File: config.mk
export PLATFORM = sky130hd
export DESIGN_NAME = boa_irq_ctl
export DESIGN_NICKNAME = d
export VERILOG_FILES = /design/src/rtl/boa_irq_ctl.sv
export SDC_FILE = /design/constraint.sdc
export NUM_CORES = 1
export LEC_CHECK = 0
export CORE_MARGIN = 2
export CORE_UTILIZATION = 50
export DETAILED_ROUTE_END_ITERATION = 8
export PLACE_DENSITY = 0.8
export SKIP_LAST_GASP = 1
export SLEW_MARGIN = 20
export SYNTH_ARGS = -nofsm -noshare
export SYNTH_HDL_FRONTEND = slang
export SYNTH_SLANG_ARGS = --single-unit
File: constraint.sdc
create_clock -name clk -period 2.1 [get_ports clk]
set_input_delay 0.42 -clock clk [delete_from_list [all_inputs] [get_ports clk]]
set_output_delay 0.42 -clock clk [all_outputs]
set_load 0.02 [all_outputs]
File: src/rtl/boa_irq_ctl.sv
// boa_irq_ctl: external interrupt front-end for the Boa32 core.
// It synchronises 16 request lines and classifies each source as level or edge.
// Edge events are latched in PENDING and masked by ENABLE to drive the core irq input.
// Software access uses a word-addressed register port:
//   0 = PENDING, 1 = ENABLE, 2 = EDGE, 3 = RAW.
// Optional build macro: BOA_IRQ_SYNC_EN.
//   Defined: each source passes through sync_stages flops.
//   Undefined: a single capture register is used, and src must be synchronous to clk.
module boa_irq_ctl #(
  parameter int unsigned sync_stages = 2,
  parameter logic [15:0] edge_mask   = 16'h0000,
  parameter logic [15:0] enable_rst  = 16'h0000
) (
  input  logic        clk,
  input  logic        rst,
  input  logic [15:0] src,
  input  logic        reg_we,
  input  logic        reg_re,
  input  logic [1:0]  reg_addr,
  input  logic [31:0] reg_wdata,
  output logic [31:0] reg_rdata,
  output logic [15:0] irq
);

  typedef enum logic [1:0] {
    A_PENDING = 2'd0,
    A_ENABLE  = 2'd1,
    A_EDGE    = 2'd2,
    A_RAW     = 2'd3
  } reg_addr_t;

  // Reject out-of-range synchroniser depths when the design is elaborated.
  if (sync_stages < 2 || sync_stages > 4) begin : g_bad_sync_stages
    $error("boa_irq_ctl: sync_stages must be in 2..4");
  end

  logic [15:0] sync;
  logic [15:0] prev;
  logic [15:0] pending;
  logic [15:0] pending_nxt;
  logic [15:0] enable_q;
  logic [15:0] edge_q;
  logic [15:0] wdata_lo;
  logic [15:0] edge_chg;
  logic [15:0] w1c;
  logic [15:0] rise;
  logic        unused_wdata_hi;

  assign wdata_lo        = reg_wdata[15:0];
  assign unused_wdata_hi = &{1'b0, reg_wdata[31:16]};

`ifdef BOA_IRQ_SYNC_EN
  logic [sync_stages-1:0][15:0] sync_chain;

  // Synchroniser shift chain: stage 0 samples src, and the last stage is sync.
  always_ff @(posedge clk) begin
    if (rst) sync_chain <= '0;
    else     sync_chain <= {sync_chain[sync_stages-2:0], src};
  end

  assign sync = sync_chain[sync_stages-1];
`else
  logic [15:0] sync_q;

  // Single capture register; the sources are already synchronous to clk.
  always_ff @(posedge clk) begin
    if (rst) sync_q <= '0;
    else     sync_q <= src;
  end

  assign sync = sync_q;
`endif

  // Keep the previous synchronised level for rising-edge detection.
  always_ff @(posedge clk) begin
    if (rst) prev <= '0;
    else     prev <= sync;
  end

  // Per-bit PENDING next state.
  // A changed EDGE bit clears PENDING on the write edge.
  // Otherwise, level sources follow sync.
  // Edge sources latch a rising edge; a new edge beats a same-cycle W1C.
  always_comb begin
    edge_chg    = '0;
    w1c         = '0;
    rise        = sync & ~prev;
    pending_nxt = '0;
    if (reg_we && reg_addr == A_EDGE)    edge_chg = wdata_lo ^ edge_q;
    if (reg_we && reg_addr == A_PENDING) w1c      = wdata_lo;
    pending_nxt = ~edge_chg & ((edge_q & (rise | (pending & ~w1c))) |
                               (~edge_q & sync));
  end

  // PENDING register.
  always_ff @(posedge clk) begin
    if (rst) pending <= '0;
    else     pending <= pending_nxt;
  end

  // Software-writable ENABLE and EDGE registers.
  always_ff @(posedge clk) begin
    if (rst) begin
      enable_q <= enable_rst;
      edge_q   <= edge_mask;
    end else if (reg_we) begin
      if (reg_addr == A_ENABLE) enable_q <= wdata_lo;
      if (reg_addr == A_EDGE)   edge_q   <= wdata_lo;
    end
  end

  // Registered read port.
  // Sampling the current contents makes a same-cycle write return the old value.
  always_ff @(posedge clk) begin
    if (rst) begin
      reg_rdata <= '0;
    end else if (reg_re) begin
      unique case (reg_addr)
        A_PENDING: reg_rdata <= {16'h0000, pending};
        A_ENABLE:  reg_rdata <= {16'h0000, enable_q};
        A_EDGE:    reg_rdata <= {16'h0000, edge_q};
        default:   reg_rdata <= {16'h0000, sync};
      endcase
    end
  end

  assign irq = pending & enable_q;

endmodule

Word level (Yosys, flattened, before mapping)
Cells that the tools add are included.

storage, ports and cells
  memories kept = 0
  ROM bits = 0
  register bits after elaboration = 112
  logic and storage cells = 29
  bits of input ports = 54
  RAM bits = 0
  bits in latches = 0
  output and inout port bits = 48

cells by class
  muxes and demuxes = 3
  bitwise gates (word level) = 13
  divide/modulo/power cells = 0
  add/sub/neg operators = 0
  shift-type cells = 0
  eq/ne operators = 2
  multipliers = 0
  reduce and logical (&&, ||, !) cells = 5
  order comparisons = 0

operators by type and width
  cell                                                             count
  16-bit AND                                                       6
  16-bit inverter                                                  4
  16-bit case mux with 3 select lines                              1
  16-bit two-way mux                                               2
  16-bit bitwise OR                                                2
  16-bit XOR                                                       1
  2-bit AND reduction                                              2
  2-bit by 1-bit == test with 1-bit output, second input constant  1
  2-bit == test, second input constant                             1
  1-bit logical AND                                                2
  2-bit zero test                                                  1

Longest topological paths before layout
  depth after elaboration = 9
  gate-level depth with buffers = 6
  depth with buffers taken out = 3

Worst setup path after synthesis
Ideal clock, no wire load.

  kind = input-to-reg
  from = input port reg_addr[1]
  to = register pending[13]
  arrival = 1505 ps
  stages = 6
  setup slack = 462 ps
  data required time = 1966 ps
  library setup time = 134 ps
  path buffers = 3
  cells stage by stage = buf_2 > or3b_1 > buf_6 > buf_6 > a221oi_2 > nor4_1

between the ends
  word-level cells in the longest chain between the ends = 9
  elaborated cells between the ends (all ways) = 13
  those cells by class = 1 x eq/ne; 2 x mux; 7 x bitwise; 3 x reduce/logical

ends and longest elaborated chain
  item                  line  text
  start, declared       19    input logic [1:0] reg_addr,
  2-bit zero test       90    if (reg_we && reg_addr == A_PENDING) w1c = wdata_lo;
  1-bit logical AND     90
  16-bit two-way mux    90
  16-bit inverter       91    pending_nxt = ~edge_chg & ((edge_q & (rise | (pending & ~w1c))) |
  16-bit AND            91
  16-bit bitwise OR     91
  16-bit AND            91
  16-bit bitwise OR     91
  16-bit AND (*)        91
  end signal, assigned  98    else pending <= pending_nxt;
  end, declared         39    logic [15:0] pending;

Every way passes the cells marked *; elsewhere a longest branch is shown, timed or not.
A chain may end at the register's enable or synchronous reset.

Worst setup path in the final report
  from = register pending[12]
  to = output port irq[12]

between the ends
  word-level cells in the longest chain between the ends = 1

ends and longest elaborated chain
  item           line  text
  16-bit AND     127   assign irq = pending & enable_q;
  end, declared  22    output logic [15:0] irq

Every way passes these cells.

==> impl_metrics.json <==
{
  "synth_area_um2": 4250,
  "maxCapViolations": 0,
  "clkTransAtPathRegs_ps": 90,
  "grt_max_degree": 50,
  "arrival_ps": 1520,
  "multi_input_comb_area_um2": 2110,
  "grt.total_usage_pct": 21.7,
  "first_iter_violations": 217,
  "outcome": "finished, final reports clean",
  "cts_made_buffers": 9,
  "syn_avg_cell_area_um2": 9.75,
  "first_global_vias": 3242,
  "drv_slew": 0,
  "ys_ff_latch": 96,
  "fmax_mhz": 516,
  "io_pins": 102,
  "antenna_found_initial": 0,
  "dp_hpwl_um": 6260,
  "rows": 33,
  "p_leak_nw": 1.83,
  "crit_fanout": 4,
  "drtAntennaViolNets": 0,
  "synth_flop_cell": "dfxtp_1",
  "coreArea_um2": 8220,
  "relSlewSlack_pct": 65.8,
  "worst_pin_slew_ps": 513,
  "root_buffer": "clkbuf_8",
  "clk_latency_ps": 370,
  "cp-start-kind": "register",
  "synth-edff-count": 0,
  "yosysSeqAreaShare_pct": 45.2,
  "cellPowerDensity_nw_per_um2": 698,
  "fin_crit_sh_pct": 92.3,
  "vdd_drop_max_uv": 339,
  "hold_class": "reg -> reg",
  "place_area_um2": 5000,
  "viasPerCell": 5.53,
  "first_pass_iters": 4,
  "start_util_pct": 51.7,
  "period_needed_ps": 1940,
  "drc": 0,
  "final.setup.tns_ps": 0,
  "die-area_um2": 9250,
  "vias": 3369,
  "synthCells": 436,
  "gp_congestion": 0.799,
  "synth_cell_types": 23,
  "seq_area_um2": 1920,
  "wire_per_inst_um": 15.3,
  "synth.most_common_cell": "dfxtp_1",
  "cp.required_ps": 1680,
  "yosys_warnings": 0,
  "overflow": 0,
  "cp-end-kind": "output port",
  "clock_path_buffers": 2,
  "cts-htree-levels": 3,
  "path_class": "reg -> out",
  "finalInstanceArea_um2": 5200,
  "nets": 554,
  "antenna_cells": 0,
  "drive_gt1_share_pct": 10.7,
  "async_reset_ff_share_pct": 0,
  "fillers": 669,
  "cts_sinks": 96,
  "finClkSkew_ps": 6.44,
  "cts_hold_buffers": 0,
  "rsz0062_at_grt": "false",
  "hold_viol": 0,
  "setup_violations": 0,
  "synth_top_area_share_pct": 45.2,
  "area_growth_pct": 22.3,
  "die_h_um": 96.2,
  "netlist_top_cells_count": "dfxtp_1 (96), nand2_1 (64), a21oi_1 (48), nor2b_1 (48), clkbuf_1 (18)",
  "cts_tree": "yes",
  "post_cts_resized": 0,
  "routed_wl_um": 9340,
  "post_cts_buffers": 0,
  "dieWidth_um": 96.2,
  "yosys-top-cells-area": "dfxtp_1 (45%), mux4_2 (7.9%), nor2b_1 (7.1%)",
  "synth_top_area_cell": "dfxtp_1",
  "numPortBuffers": 69,
  "grt_pass1_wl_um": 15500
}
[registers in the layout, summed over array words and instances, names as in the netlist]
register   cells
reg_rdata     16
edge_q        16
enable_q      16
prev          16
sync          16
pending       16
[worst max-delay path: stages, from the launching register on]
cell	delay, ps
dfxtp_1	390
and2_1	160
clkdlybuf4s50_1	600
[final cells by class]
cell class              instances  share of cell area [%]
flip-flops and latches         96                    37.0
multi-input cells             308                    40.7
repair buffers                 85                    15.9
clock buffers                  12                    2.60
well taps                     105                    2.53
clock inverters                 3                    1.30
[final timing paths]
kind	start	endpoint	slack, ps	cells past startpoint
worst max register to register	sync[6]	reg_rdata[6]	950	3
worst max-delay path	pending[12]	irq[12]	160	2
worst min-delay path	enable_q[3]	enable_q[3]	470	2
worst min register to register	enable_q[3]	enable_q[3]	470	2
[cells in the final DEF, fill, tap and decap left out, drive strengths merged]
cell	count
buf	18
nand3b	2
mux4	16
clkinvlp	1
nand4b	16
nor4	16
clkbuf	12
and3b	1
nor2	16
or3b	1
a221oi	16
bufinv	2
mux2i	16
nor2b	48
nand2	64
a21oi	48
and2	16
nor3b	16
dfxtp	96
clkdlybuf4s50	67
conb	16
[logic make-up (layout without fill, tap and decap cells)]
logic type,count (synthesis),in the layout,synth area share (%)
buffers and inverters,47,100,6.36
muxes,32,32,12.3
other,1,16,0.0882
AOI/OAI and AO/OA,64,64,10.3
and+or+nand+nor,196,196,25.7
DFF,96,96,45.2
[report_power, final]
group	total [mW]	leakage, nW	internal, mW	switching (mW)
clock network	1.28	0.0967	0.666	0.611
registers	1.94	0.784	1.88	0.0516
logic	0.415	0.953	0.207	0.208
[stage by stage]
stage / utilization (%) / power (mW) / cells / worst slack (ps) / hold WS (ps)
global route: 63.3 / 3.76 / 609 / 103 / 499
finish: 63.3 / 3.63 / 609 / 162 / 466
detailed placement: 60.8 / 2.39 / 594 / 8.67 / 456
floorplan: - / 2.25 / 451 / 462 / 440
CTS: 63.3 / 3.64 / 609 / 154 / 468
global placement: 60.8 / 2.38 / 594 / 68.8 / 449
[routing by layer]
metal,routed length [um],vias to the layer above,global-route usage [%]
li1,-,1631,-
met4,259,0,13.0
met3,475,23,3.13
met2,4750,116,35.2
met5,0,-,0
met1,3860,1599,27.2
(Power assumes the default switching activity.)
